==> config.mk <==
export PLATFORM = sky130hd
export DESIGN_NAME = pio_in_edge_irq
export DESIGN_NICKNAME = d
export VERILOG_FILES = /design/src/rtl/pio_in_pkg.sv /design/src/rtl/pio_in_bit_filter.sv /design/src/rtl/pio_in_edge_irq.sv
export SDC_FILE = /design/constraint.sdc
export NUM_CORES = 1
export LEC_CHECK = 0
export ABC_AREA = 0
export BUFFER_PORTS_ARGS = -buffer_cell sky130_fd_sc_hd__buf_2
export CAP_MARGIN = 20
export CELL_PAD_IN_SITES_DETAIL_PLACEMENT = 0
export CELL_PAD_IN_SITES_GLOBAL_PLACEMENT = 1
export CORE_AREA = 4 4 117 119
export CTS_CLUSTER_DIAMETER = 150
export DETAILED_ROUTE_END_ITERATION = 8
export DIE_AREA = 0 0 121 123
export PLACE_DENSITY = 0.59
export SETUP_SLACK_MARGIN = 0.3
export SYNTH_ARGS = -nofsm -noshare
export SYNTH_HDL_FRONTEND = slang
export SYNTH_SLANG_ARGS = --single-unit
export TNS_END_PERCENT = 1
==> constraint.sdc <==
create_clock -name clk -period 1.1 [get_ports clk]
set_input_delay 0.22 -clock clk [delete_from_list [all_inputs] [get_ports clk]]
set_output_delay 0.22 -clock clk [all_outputs]
set_load 0.03 [all_outputs]
==> src/rtl/pio_in_pkg.sv <==
// Shared constants, bus request struct and helpers for the edge-capturing input PIO.
// PIO_IN_DEBOUNCE_EN enables the per-bit debounce filter in pio_in_bit_filter.
package pio_in_pkg;

  localparam logic [1:0] ADDR_DATA = 2'd0;
  localparam logic [1:0] ADDR_RSVD = 2'd1;
  localparam logic [1:0] ADDR_MASK = 2'd2;
  localparam logic [1:0] ADDR_EDGE = 2'd3;

  localparam int EDGE_RISE = 0;
  localparam int EDGE_FALL = 1;
  localparam int EDGE_ANY  = 2;

  typedef struct packed {
    logic        wr;
    logic [1:0]  addr;
    logic [31:0] wdata;
  } pio_req_t;

  // Ceiling log2, never below 1 so it can size a counter directly.
  function automatic int clog2(input int value);
    int r;
    r = 0;
    while ((1 << r) < value) r++;
    return (r < 1) ? 1 : r;
  endfunction

endpackage

==> src/rtl/pio_in_bit_filter.sv <==
// One input bit: SYNC_STAGES-deep synchroniser, plus a stable-count debounce
// filter when PIO_IN_DEBOUNCE_EN is defined.
module pio_in_bit_filter
  import pio_in_pkg::*;
#(
  parameter int SYNC_STAGES     = 2,
  parameter int DEBOUNCE_CYCLES = 1000
) (
  input  logic clk,
  input  logic reset_n,
  input  logic din,
  output logic dout
);

  logic [SYNC_STAGES-1:0] sync_ff;
  logic                   sync_q;

  always_ff @(posedge clk or negedge reset_n) begin
    if (!reset_n) sync_ff <= '0;
    else          sync_ff <= {sync_ff[SYNC_STAGES-2:0], din};
  end

  assign sync_q = sync_ff[SYNC_STAGES-1];

`ifdef PIO_IN_DEBOUNCE_EN
  // One spare bit so the incremented count cannot wrap before the compare.
  localparam int CW = clog2(DEBOUNCE_CYCLES) + 1;

  logic [CW-1:0] cnt, cnt_nxt;
  logic          filt_q;

  assign cnt_nxt = cnt + CW'(1);

  // The filtered bit flips on the same edge the count reaches DEBOUNCE_CYCLES-1.
  always_ff @(posedge clk or negedge reset_n) begin
    if (!reset_n) begin
      cnt    <= '0;
      filt_q <= 1'b0;
    end else if (sync_q == filt_q) begin
      cnt <= '0;
    end else if (int'(cnt_nxt) >= DEBOUNCE_CYCLES - 1) begin
      filt_q <= sync_q;
      cnt    <= '0;
    end else begin
      cnt <= cnt_nxt;
    end
  end

  assign dout = filt_q;
`else
  assign dout = sync_q;
`endif

endmodule

==> src/rtl/pio_in_edge_irq.sv <==
// Avalon-MM input PIO with per-bit edge capture (write-1-to-clear) and masked
// level interrupt. Define PIO_IN_DEBOUNCE_EN to insert the debounce filter.
module pio_in_edge_irq
  import pio_in_pkg::*;
#(
  parameter int DATA_WIDTH      = 17,
  parameter int SYNC_STAGES     = 2,
  parameter int EDGE_TYPE       = 2,
  parameter int IRQ_EN          = 1,
  parameter int DEBOUNCE_CYCLES = 1000
) (
  input  logic                  clk,
  input  logic                  reset_n,
  input  logic [1:0]            address,
  input  logic                  chipselect,
  input  logic                  write_n,
  input  logic [31:0]           writedata,
  output logic [31:0]           readdata,
  input  logic [DATA_WIDTH-1:0] in_port,
  output logic                  irq
);

  pio_req_t req;
  assign req = '{wr: chipselect & ~write_n, addr: address, wdata: writedata};

  logic [DATA_WIDTH-1:0] sync_q, prev_q, edge_det, edgecap_q, irqmask_q, clr;
  logic [31:0]           rd_mux;
  logic                  unused_wdata;

  assign unused_wdata = ^req.wdata;

  for (genvar i = 0; i < DATA_WIDTH; i++) begin : g_bit
    pio_in_bit_filter #(
      .SYNC_STAGES    (SYNC_STAGES),
      .DEBOUNCE_CYCLES(DEBOUNCE_CYCLES)
    ) u_filt (
      .clk    (clk),
      .reset_n(reset_n),
      .din    (in_port[i]),
      .dout   (sync_q[i])
    );
  end

  always_comb begin
    if (EDGE_TYPE == EDGE_RISE)      edge_det = sync_q & ~prev_q;
    else if (EDGE_TYPE == EDGE_FALL) edge_det = ~sync_q & prev_q;
    else                             edge_det = sync_q ^ prev_q;
  end

  assign clr = (req.wr && req.addr == ADDR_EDGE) ? req.wdata[DATA_WIDTH-1:0] : '0;

  always_comb begin
    rd_mux = '0;
    case (address)
      ADDR_DATA: rd_mux[DATA_WIDTH-1:0] = sync_q;
      ADDR_MASK: rd_mux[DATA_WIDTH-1:0] = irqmask_q;
      ADDR_EDGE: rd_mux[DATA_WIDTH-1:0] = edgecap_q;
      default:   rd_mux = '0;
    endcase
  end

  // New edges are OR'd in after the clear, so a colliding edge keeps its bit.
  always_ff @(posedge clk or negedge reset_n) begin
    if (!reset_n) begin
      prev_q    <= '0;
      edgecap_q <= '0;
      irqmask_q <= '0;
      irq       <= 1'b0;
      readdata  <= '0;
    end else begin
      prev_q    <= sync_q;
      edgecap_q <= (edgecap_q & ~clr) | edge_det;
      if (IRQ_EN != 0 && req.wr && req.addr == ADDR_MASK)
        irqmask_q <= req.wdata[DATA_WIDTH-1:0];
      irq       <= (IRQ_EN != 0) && (|(edgecap_q & irqmask_q));
      readdata  <= rd_mux;
    end
  end

endmodule

==> key figures, run 1 <==
Critical path
  – Worst R2R Path Depth: 5
  – Reg-to-Reg End: readdata[10]$_DFF_PN0_
  – Crit path max-delay family: flip-flops
  – Reg-to-Reg Start: edgecap_q[10]$_DFF_PN0_
  – Setup CP Type: reg2reg
  – Buf/Inv on CP: 3
  – CP Capture Type: register
  – Crit-path cells: buf_4 -> buf_4 -> buf_6 -> mux2_2 -> a22o_1
  – CP max stage delay: 0.39 ns
  – Crit path arrival time: 1.53 ns
  – Crit path required time: 1.34 ns
  – Worst Path Max Fanout: 2
  – Cell mode on critical path: buf_4
  – Slowest cell on crit path: dfrtp_1
  – R2r setup slk: -0.19 ns
  – Setup crit start kind: register

Floorplan
  – # IOs: 88
  – Die extent in x: 121 µm
  – # rows: 41
  – Die area: 14900 µm²
  – Core Region: 12600 µm²
  – Initial Util: 0.298
  – Die Y: 123 µm

Placed design
  – IO Port Bufs: 57
  – Post-Place Cells: 500
  – Detail Placement HPWL: 5240 µm
  – GP Congestion: 0.705
  – DP Worst Slack: -0.357 ns

STA
  – Fin. max-slew vios: 0
  – Fmax: 0.776 GHz
  – Fin crit share: 1.17
  – Worst slew pin tran: 0.543 ns
  – Rel. slew slack: 0.637
  – Setup WS post-layout: -0.189 ns
  – Final setup viols: 7
  – Fin crit period: 1.29 ns
  – Hold Vio Cnt, Final: 0
  – RSZ-0062 raised after global routing: yes
  – Worst Skew: 0.00658 ns

Layout
  – Core Util, Final: 0.412
  – Area growth from synthesis to layout: 38.2%
  – Leading cell type in the layout, fill and taps excluded: dfrtp_1
  – Post-Layout Cell Count: 537
  – Layout cell share with drive strength beyond 1: 0.378
  – Most frequent cells in the layout: dfrtp_1, nand2_1, buf_2
  – Ant. Diodes: 0
  – Nets@finish: 415

Power and ir drop
  – Static Leak: 2.40 nW
  – Peak VDD IR: 0.000803 V
  – Power Density: 1730 nW/µm²

Route
  – Starting DRT DRC Count: 51
  – Residual DRC: 0
  – Post-DR wirelength/cell: 14.6 µm
  – Total number of vias: 2258
  – Vias per Instance: 4.20
  – Routed WL: 7850 µm
  – Final ANT Viol Nets: 0
  – Iteration count of the initial detailed-routing pass: 4

GRT
  – Vias in the first global route: 2413
  – GRT overflow: 0
  – Pin count of the biggest net entering global routing: 32
  – Initial antenna violation count: 0
  – Global-route wire length before repair: 12600 µm
  – Gr usage total: 0.113

Flow run
  – Max Cap Viol: 0

CTS
  – Root buffer cell: clkbuf_16
  – Clk sink count: 103
  – Clock-pin slew on the worst setup and hold paths: 0.07 ns
  – H-tree Lvls: 3
  – Worst skew pair latency: 0.34 ns
  – CTS tree: yes
  – Max clock buf depth: 2
  – Num CTS Buffers: 9

Synth
  – Flip-flop and latch count after synthesis: 103
  – Netlist cell types: 19
  – Register area share after synthesis: 0.689
  – Syn Area/Cell: 14.3 µm²
  – Cells after Synth: 261
  – Syn Std Cell Area: 3740 µm²
  – Synth warn: 0

Worst hold path
  – Min-Delay Endpoint: irqmask_q[6]$_DFFE_PN0P_
  – Hold Crit Start: writedata[6]
  – Hold crit path type: in2reg
  – WHS Path Cells: 2

Outcome
  – Status: complete, but fails checks
  – Failing checks: negative setup slack
[sequential cells by signal (all words and copies together), names as in the netlist]
name and flops:
readdata 17, prev_q 17, edgecap_q 17, g_bit.u_filt.sync_ff 34, irqmask_q 17, irq 1
[metal layers]
| metal | vias up | wire (µm) | GRT usage | part of all wire |
|---|---|---|---|---|
| li1 | 1054 | - | - | - |
| met1 | 1143 | 3520 | 0.143 | 0.45 |
| met2 | 49 | 3770 | 0.178 | 0.48 |
| met3 | 12 | 370 | 0.0270 | 0.047 |
| met4 | 0 | 188 | 0.0623 | 0.024 |
| met5 | - | 0 | 0 | 0 |
[logic make-up after synthesis]
kind of cell | after synthesis | share of synthesized area
buf+inv | 23 | 0.0461
flops | 103 | 0.689
compound gates | 25 | 0.0575
xor+xnor | 17 | 0.0398
other cells | 1 | 0.00100
simple gates | 58 | 0.0648
mux | 34 | 0.102
[where the power goes]
group	switching (W)	total, W	internal, W
Clock	0.00139	0.00316	0.00177
Combinational	0.000608	0.00143	0.000826
Sequential	0.000232	0.00434	0.00411
Total	0.00223	0.00893	0.00670
[how the worst max path moves through the flow]
stage	start	endpoint	depth (start not counted)
floorplan	address[0]	irqmask_q[10]$_DFFE_PN0P_	4
global placement	address[0]	readdata[8]$_DFF_PN0_	3
detailed placement	address[0]	readdata[12]$_DFF_PN0_	3
CTS	edgecap_q[10]$_DFF_PN0_	irq$_DFF_PN0_	4
global route	edgecap_q[10]$_DFF_PN0_	irq$_DFF_PN0_	4
finish	edgecap_q[10]$_DFF_PN0_	readdata[10]$_DFF_PN0_	5
[cell usage after synthesis]
cell type | count | share of area
nor2_2 | 1 | 0.0017
clkbuf_1 | 1 | 0.0010
and4b_1 | 1 | 0.0027
buf_6 | 1 | 0.0030
a22oi_1 | 4 | 0.0080
conb_1 | 1 | 0.0010
nand2_1 | 53 | 0.053
buf_4 | 17 | 0.034
nand3_1 | 1 | 0.0013
nor3_4 | 1 | 0.0043
a221oi_1 | 2 | 0.0047
a22o_1 | 18 | 0.042
buf_2 | 3 | 0.0040
dfrtp_1 | 103 | 0.69
mux2_2 | 34 | 0.10
buf_8 | 1 | 0.0040
and3_1 | 1 | 0.0017
xnor2_1 | 17 | 0.040
a222oi_1 | 1 | 0.0027
[repair_timing]
item,CTS,global route
hold buffers,18,0
hold endpoints to repair,31,0
endpoints found under the setup margin,53,155
pin swaps,3,23
setup buffers,1,2
gates resized for setup,60,36
[area by class of cell]
cell class / instances / area, µm²
clock inverters: 7 / 72.6
multi-input cells: 149 / 1210
repair buffers: 97 / 870
clock buffers: 9 / 225
fillers: 1189 / 7390
well taps: 172 / 215
flip-flops and latches: 103 / 2580
[stage by stage]
step                      power (W)  instance area (µm²)  setup TNS (ns)  hold slack, ns
after global routing        0.00933                 5170          -0.838           0.116
after detailed placement    0.00547                 4320           -9.12           0.129
after CTS                   0.00892                 5010          -0.413           0.111
final                       0.00893                 5170          -0.433           0.120
after floorplan             0.00503                 3800           -3.29         -0.0756
after global placement      0.00545                 4320           -8.66           0.134
No activity file was read; power rests on OpenSTA's default activity.
==> inputs of run 2 (changes only) <==
--- a/config.mk
+++ b/config.mk
@@ -14,7 +14,7 @@
 export CTS_CLUSTER_DIAMETER = 150
 export DETAILED_ROUTE_END_ITERATION = 8
 export DIE_AREA = 0 0 121 123
-export PLACE_DENSITY = 0.59
+export PLACE_DENSITY = 0.7
 export SETUP_SLACK_MARGIN = 0.3
 export SYNTH_ARGS = -nofsm -noshare
 export SYNTH_HDL_FRONTEND = slang
==> constraint.sdc (replaced) <==
create_clock -name clk -period 1.1 [get_ports clk]
set_input_delay 0.22 -clock clk [delete_from_list [all_inputs] [get_ports clk]]
set_output_delay 0.22 -clock clk [all_outputs]
set_load 0.01 [all_outputs]
==> key figures, run 2 (synthesized netlist as in run 1, its figures left out) <==
Layout
  – Most frequent cells in the layout: dfrtp_1, buf_2, nand2_1
  – Largest register by flop count: g_bit.u_filt.sync_ff
  – Post-Layout Cell Count: 531 (-1.1%)
  – Fill count: 1209 (+1.7%)
  – Nets@finish: 409 (-1.4%)
  – Core Util, Final: 0.387 (-0.0251)
  – Design Area, Final: 4860 µm² (-6.1%)
  – Ant. Diodes: 0 (unchanged)
  – Area growth from synthesis to layout: 29.8%
  – Leading cell type in the layout, fill and taps excluded: dfrtp_1
  – Max reg flops: 34 (unchanged)
  – Layout cell share with drive strength beyond 1: 0.359 (-0.0188)

Power and ir drop
  – Combinational share of power: 0.125 (-0.035)
  – P_int: 0.00638 W (-4.8%)
  – Static Leak: 2.24 nW (-6.9%)
  – Peak VDD IR: 0.000814 V (+1.4%)
  – Power Density: 1720 nW/µm² (-0.12%)
  – Switching share of power: 0.238 (-0.0114)
  – Sw power: 0.00200 W (-10%)
  – Clock power share: 0.361 (+0.007)
  – Reg power frac: 0.514 (+0.028)

Floorplan
  – Core Region: 12600 µm² (unchanged)
  – Initial Util: 0.298 (unchanged)
  – Die extent in x: 121 µm (unchanged)
  – Die area: 14900 µm² (unchanged)
  – Die Y: 123 µm (unchanged)
  – # rows: 41 (unchanged)
  – # IOs: 88 (unchanged)

Critical path
  – Worst Path Max Fanout: 2 (unchanged)
  – Worst R2R Path Depth: 4 (-1)
  – Crit-path cells: a22o_1 -> a221oi_2 -> and3_1 -> nand3_2
  – Setup CP Type: reg2reg
  – CP Capture Type: register
  – Reg-to-Reg End: irq$_DFF_PN0_
  – Reg-to-Reg Start: edgecap_q[10]$_DFF_PN0_
  – Crit path max-delay family: compound AO/OA/AOI/OAI gates
  – Slowest cell on crit path: dfrtp_1
  – Buf/Inv on CP: 0 (-3)
  – Crit path arrival time: 1.43 ns (-0.10 ns)
  – Crit path required time: 1.30 ns (-0.04 ns)
  – R2r setup slk: -0.13 ns (+0.06 ns)
  – CP max stage delay: 0.38 ns (about the same)
  – Setup crit start kind: register

Route
  – Iteration count of the initial detailed-routing pass: 4 (unchanged)
  – Starting DRT DRC Count: 112 (+120%)
  – Post-DR wirelength/cell: 14.1 µm (-3.1%)
  – Total number of vias: 2224 (-1.5%)
  – Vias per Instance: 4.19 (-0.39%)
  – Final ANT Viol Nets: 0 (unchanged)
  – Residual DRC: 0 (unchanged)
  – Routed WL: 7510 µm (-4.2%)

CTS
  – Worst skew pair latency: 0.34 ns (about the same)
  – Clock-pin slew on the worst setup and hold paths: 0.07 ns (about the same)
  – CTS tree: yes
  – H-tree Lvls: 3 (unchanged)
  – Clk sink count: 103 (unchanged)
  – Num CTS Buffers: 9 (unchanged)
  – Max clock buf depth: 2 (unchanged)
  – Root buffer cell: clkbuf_16

Outcome
  – Status: complete, but fails checks
  – Failing checks: negative setup slack

Worst hold path
  – Min-Delay Endpoint: irqmask_q[11]$_DFFE_PN0P_
  – Hold crit path type: in2reg
  – WHS Path Cells: 2 (unchanged)
  – Hold Crit Start: writedata[11]

GRT
  – Initial antenna violation count: 0 (unchanged)
  – Pin count of the biggest net entering global routing: 54 (+69%)
  – Vias in the first global route: 2299 (-4.7%)
  – GRT overflow: 0 (unchanged)
  – Gr usage total: 0.108 (-0.00494)
  – Global-route wire length before repair: 12000 µm (-4.3%)

STA
  – Fin crit share: 1.11 (-0.0574)
  – Setup WS post-layout: -0.126 ns (+0.0631 ns)
  – Fmax: 0.816 GHz (+5.1%)
  – Fin crit period: 1.23 ns (-0.0631 ns)
  – RSZ-0062 raised after global routing: yes
  – Worst Skew: 0.00885 ns (+0.00227 ns)
  – Worst slew pin tran: 0.547 ns (+0.00455 ns)
  – Hold Vio Cnt, Final: 0 (unchanged)
  – Fin. max-slew vios: 0 (unchanged)
  – Rel. slew slack: 0.634 (-0.00304)
  – Final setup viols: 3 (-4)

Placed design
  – Placed cell areas: 4290 µm² (-0.70%)
  – GP Congestion: 0.695 (-1.4%)
  – Post-Place Cells: 496 (-0.80%)
  – IO Port Bufs: 57 (unchanged)
  – Detail Placement HPWL: 4870 µm (-7.1%)

Flow run
  – Max Cap Viol: 0 (unchanged)
run 2: cell type report:
class | instances | area (µm²) | share of cell area
multi-input cells | 149 | 1120 | 0.231
clock buffers | 12 | 256 | 0.0528
clock inverters | 4 | 30.0 | 0.00618
well taps | 172 | 215 | 0.0443
repair buffers | 91 | 656 | 0.135
flip-flops and latches | 103 | 2580 | 0.530
run 2: through the flow:
stage                     worst slack [ns]  setup TNS [ns]  power, W  hold slack (ns)
after floorplan                     -0.195           -3.29   0.00487          -0.0756
after global placement              -0.337          -11.18   0.00526           0.0261
after detailed placement            -0.398          -12.54   0.00530           0.0279
after CTS                           -0.131          -0.233   0.00846            0.101
after global routing                -0.188          -0.509   0.00879            0.107
final                               -0.126          -0.179   0.00838            0.118
run 2: worst max-delay path by stage:
stage / from / end / slack [ns] / cells past startpoint
floorplan: address[0] / irqmask_q[10]$_DFFE_PN0P_ / -0.19 / 4
global placement: address[1] / readdata[8]$_DFF_PN0_ / -0.34 / 3
detailed placement: address[1] / readdata[8]$_DFF_PN0_ / -0.40 / 3
CTS: edgecap_q[10]$_DFF_PN0_ / irq$_DFF_PN0_ / -0.13 / 4
global route: edgecap_q[10]$_DFF_PN0_ / irq$_DFF_PN0_ / -0.19 / 4
finish: edgecap_q[10]$_DFF_PN0_ / irq$_DFF_PN0_ / -0.13 / 4
run 2: routing by layer:
layer,global-route usage,vias up,part of all wire
met5,0,-,0
met4,0.0319,0,0.012
met3,0.0489,8,0.072
met2,0.180,59,0.50
met1,0.126,1120,0.42
li1,-,1037,-
run 2: what timing repair did:
action	4_1_cts	5_1_grt
endpoints found under the setup margin	70	70
hold buffers	18	0
hold endpoints to repair	120	0
setup buffers	1	0
pin swaps	5	15
resized for setup	8	15
run 2: power groups by stage:
stage	registers, W	logic, W	clock network (W)
after floorplan	0.00435	0.000517	0
after global placement	0.00436	0.000904	0
after detailed placement	0.00436	0.000932	0
after CTS	0.00431	0.00101	0.00314
after global routing	0.00435	0.00115	0.00330
final	0.00431	0.00104	0.00302
==> inputs of run 3 (changes only) <==
--- a/config.mk
+++ b/config.mk
@@ -10,13 +10,14 @@
 export CAP_MARGIN = 20
 export CELL_PAD_IN_SITES_DETAIL_PLACEMENT = 0
 export CELL_PAD_IN_SITES_GLOBAL_PLACEMENT = 1
-export CORE_AREA = 4 4 117 119
+export CORE_AREA = 4 4 118 120
 export CTS_CLUSTER_DIAMETER = 150
 export DETAILED_ROUTE_END_ITERATION = 8
-export DIE_AREA = 0 0 121 123
+export DIE_AREA = 0 0 122 124
 export PLACE_DENSITY = 0.7
 export SETUP_SLACK_MARGIN = 0.3
 export SYNTH_ARGS = -nofsm -noshare
 export SYNTH_HDL_FRONTEND = slang
+export SYNTH_HIERARCHICAL = 1
 export SYNTH_SLANG_ARGS = --single-unit
 export TNS_END_PERCENT = 1
==> key figures, run 3 <==
Outcome
  – Status: complete, but fails checks
  – Failing checks: negative hold slack, negative setup slack

Synth
  – Synth top area cells: dfrtp_1, nand2_1, mux2i_1, mux2_4, xnor2_1
  – Synth area leader: dfrtp_1
  – Top cell type's share of synthesized area: 0.681 (-0.00751)
  – Synth warn: 6 (+6)
  – EDFF count, synth: 0 (unchanged)
  – Post-Synth Simple-Gate Area: 0.0790 (+0.0142)
  – Netlist cell types: 23 (+4)
  – Synth Area in Compound Gates: 0.0400 (-0.0175)
  – Post-synthesis mux area share: 0.105 (+0.00318)
  – Cells after Synth: 279 (+6.9%)
  – Syn Area/Cell: 13.6 µm² (-5.4%)
  – Syn Std Cell Area: 3780 µm² (+1.1%)
  – Commonest cells post-synth: dfrtp_1, nand2_1
  – Flip-flop and latch count after synthesis: 103 (unchanged)
  – Predominant post-synthesis flop cell: dfrtp_1
  – Synth Area in Adders: 0 (unchanged)
  – Async set or reset register ratio after synthesis: 1.00 (unchanged)
  – Largest family of logic cells by synthesized area: multiplexers
  – Register area share after synthesis: 0.681 (-0.00751)
  – Count leader, synth: dfrtp_1
  – Synth Area in XOR/XNOR: 0.0393 (-0.000434)

CTS
  – Hold_buf cts: 17 (-1)
  – H-tree Lvls: 3 (unchanged)
  – Root buffer cell: clkbuf_16
  – Clk sink count: 103 (unchanged)
  – CTS tree: yes
  – Max clock buf depth: 2 (unchanged)
  – Clock-pin slew on the worst setup and hold paths: 0.06 ns (about the same)
  – Worst skew pair latency: 0.34 ns (about the same)
  – Num CTS Buffers: 9 (unchanged)

Placed design
  – Placed cell areas: 4440 µm² (+3.5%)
  – IO Port Bufs: 57 (unchanged)
  – Detail Placement HPWL: 5240 µm (+7.6%)
  – GP Congestion: 0.738 (+6.2%)

GRT
  – Initial antenna violation count: 0 (unchanged)
  – Gr usage total: 0.111 (+0.00345)
  – GRT overflow: 0 (unchanged)
  – Vias in the first global route: 2498 (+8.7%)
  – Pin count of the biggest net entering global routing: 37 (-31%)
  – Global-route wire length before repair: 12700 µm (+5.6%)

Power and ir drop
  – Combinational share of power: 0.145 (+0.020)
  – Sw power: 0.00198 W (-0.62%)
  – P_int: 0.00643 W (+0.86%)
  – Final Power: 0.00842 W (+0.50%)
  – Switching share of power: 0.236 (-0.00267)
  – Reg power frac: 0.513 (about the same)
  – Clock power share: 0.342 (-0.019)
  – Peak VDD IR: 0.000883 V (+8.5%)
  – Static Leak: 2.35 nW (+4.9%)
  – Power Density: 1680 nW/µm² (-2.7%)

STA
  – Fin. max-slew vios: 0 (unchanged)
  – RSZ-0062 raised after global routing: yes
  – Hold Vio Cnt, Final: 17 (+17)
  – Final setup viols: 1 (-2)
  – Fin crit period: 1.25 ns (+0.0233 ns)
  – WHS: -0.233 ns (-0.351 ns)
  – Worst Skew: 0.00670 ns (-0.00214 ns)
  – Fmax: 0.800 GHz (-1.9%)
  – Fin crit share: 1.14 (+0.0212)
  – Setup WS post-layout: -0.149 ns (-0.0233 ns)

Layout
  – Most frequent cells in the layout: dfrtp_1, nand2_1, buf_2
  – Ant. Diodes: 0 (unchanged)
  – Nets@finish: 439 (+7.3%)
  – Register area: 2580 µm² (unchanged)
  – Design Area, Final: 5020 µm² (+3.3%)
  – Area growth from synthesis to layout: 32.6%
  – Max reg flops: 34 (unchanged)
  – Layout cell share with drive strength beyond 1: 0.322 (-0.0372)
  – Fill count: 1276 (+5.5%)
  – Core Util, Final: 0.387 (about the same)
  – Largest register by flop count: g_bit.u_filt/sync_ff
  – Leading cell type in the layout, fill and taps excluded: dfrtp_1
  – Multi-input combinational cell area: 1110 µm² (-1.1%)

Critical path
  – Setup CP Type: reg2reg
  – Worst Path Max Fanout: 2 (unchanged)
  – Crit path arrival time: 1.47 ns (+0.04 ns)
  – Reg-to-Reg End: irq$_DFF_PN0_
  – Reg-to-Reg Start: edgecap_q[13]$_DFF_PN0_
  – CP Capture Type: register
  – Worst R2R Path Depth: 4 (unchanged)
  – Setup crit start kind: register
  – R2r setup slk: -0.15 ns (-0.02 ns)
  – Crit path required time: 1.32 ns (+0.02 ns)

Floorplan
  – # IOs: 88 (unchanged)
  – # rows: 42 (+2.4%)
  – Core Region: 13000 µm² (+3.3%)
  – Die Y: 124 µm (+0.81%)
  – Initial Util: 0.292 (-0.00627)
  – Die area: 15100 µm² (+1.6%)
  – Die extent in x: 122 µm (+0.83%)

Route
  – Total number of vias: 2285 (+2.7%)
  – Residual DRC: 0 (unchanged)
  – Final ANT Viol Nets: 0 (unchanged)
  – Routed WL: 7810 µm (+4.0%)
  – Vias per Instance: 4.05 (-3.3%)
  – Iteration count of the initial detailed-routing pass: 4 (unchanged)
  – Post-DR wirelength/cell: 13.9 µm (-2.1%)
  – Starting DRT DRC Count: 65 (-42%)

Worst hold path
  – Hold crit path type: in2async

Flow run
  – Max Cap Viol: 0 (unchanged)
==> run 3: cell families (layout without fill, tap and decap cells) <==
kind of cell           count (synthesis)  after routing
other                                  1             15
flip-flops                           103            103
XOR/XNOR                              17             17
multiplexers                          34             34
AO/OA/AOI/OAI                         25             25
AND/OR/NAND/NOR                       74             74
buffers and inverters                 25            120
==> run 3: metal layers <==
metal	global-route usage	wire (µm)	vias up
met5	0	0	-
met4	0.0406	125	0
met3	0.0372	461	11
met2	0.170	3620	62
met1	0.149	3610	1118
li1	-	-	1094
==> run 3: power by group through the flow <==
| stage | Sequential, W | Combinational, W | Clock (W) |
|---|---|---|---|
| after floorplan | 0.00436 | 0.000512 | 0 |
| after global placement | 0.00435 | 0.00102 | 0 |
| after detailed placement | 0.00435 | 0.00105 | 0 |
| after CTS | 0.00431 | 0.00121 | 0.00298 |
| after global routing | 0.00435 | 0.00134 | 0.00309 |
| final | 0.00431 | 0.00122 | 0.00288 |
==> run 3: repair_timing <==
item	in CTS	in global routing
gates resized for setup	33	15
endpoints found under the hold margin	34	17
cloned	0	0
buffers inserted	1	0
endpoints found under the setup margin	49	69
pin swaps	15	24
==> run 3: final cells by class <==
cell class	instances	area share
flip-flops and latches	103	0.513
multi-input cells	165	0.222
repair buffers	105	0.168
clock buffers	13	0.0499
well taps	176	0.0439
clock inverters	2	0.00349
==> run 3: worst max path at each step <==
stage                              startpoint  depth (start not counted)                        end  slack, ns
detailed placement    edgecap_q[13]$_DFF_PN0_                          4              irq$_DFF_PN0_      -0.23
CTS                   edgecap_q[13]$_DFF_PN0_                          4              irq$_DFF_PN0_      -0.16
finish                edgecap_q[13]$_DFF_PN0_                          4              irq$_DFF_PN0_      -0.15
global placement    irqmask_q[13]$_DFFE_PN0P_                          4              irq$_DFF_PN0_      -0.22
floorplan                             write_n                          4  irqmask_q[10]$_DFFE_PN0P_      -0.08
global route          edgecap_q[13]$_DFF_PN0_                          4              irq$_DFF_PN0_      -0.20
==> run 3: worst max-delay path: stages (launching register included) <==
cell	delay, ns
dfrtp_1	0.39
a22o_1	0.25
a221oi_2	0.20
and3_1	0.22
nand3_1	0.07
==> run 3: metrics by stage <==
step | setup slack [ns] | TNS (ns) | hold WS (ns) | std cells
finish | -0.149 | -0.149 | -0.233 | 564
floorplan | -0.0753 | -0.782 | -0.0756 | 293
global placement | -0.223 | -3.96 | 0.132 | 531
detailed placement | -0.229 | -4.28 | 0.135 | 531
global route | -0.203 | -0.257 | -0.227 | 564
CTS | -0.155 | -0.159 | -0.240 | 564
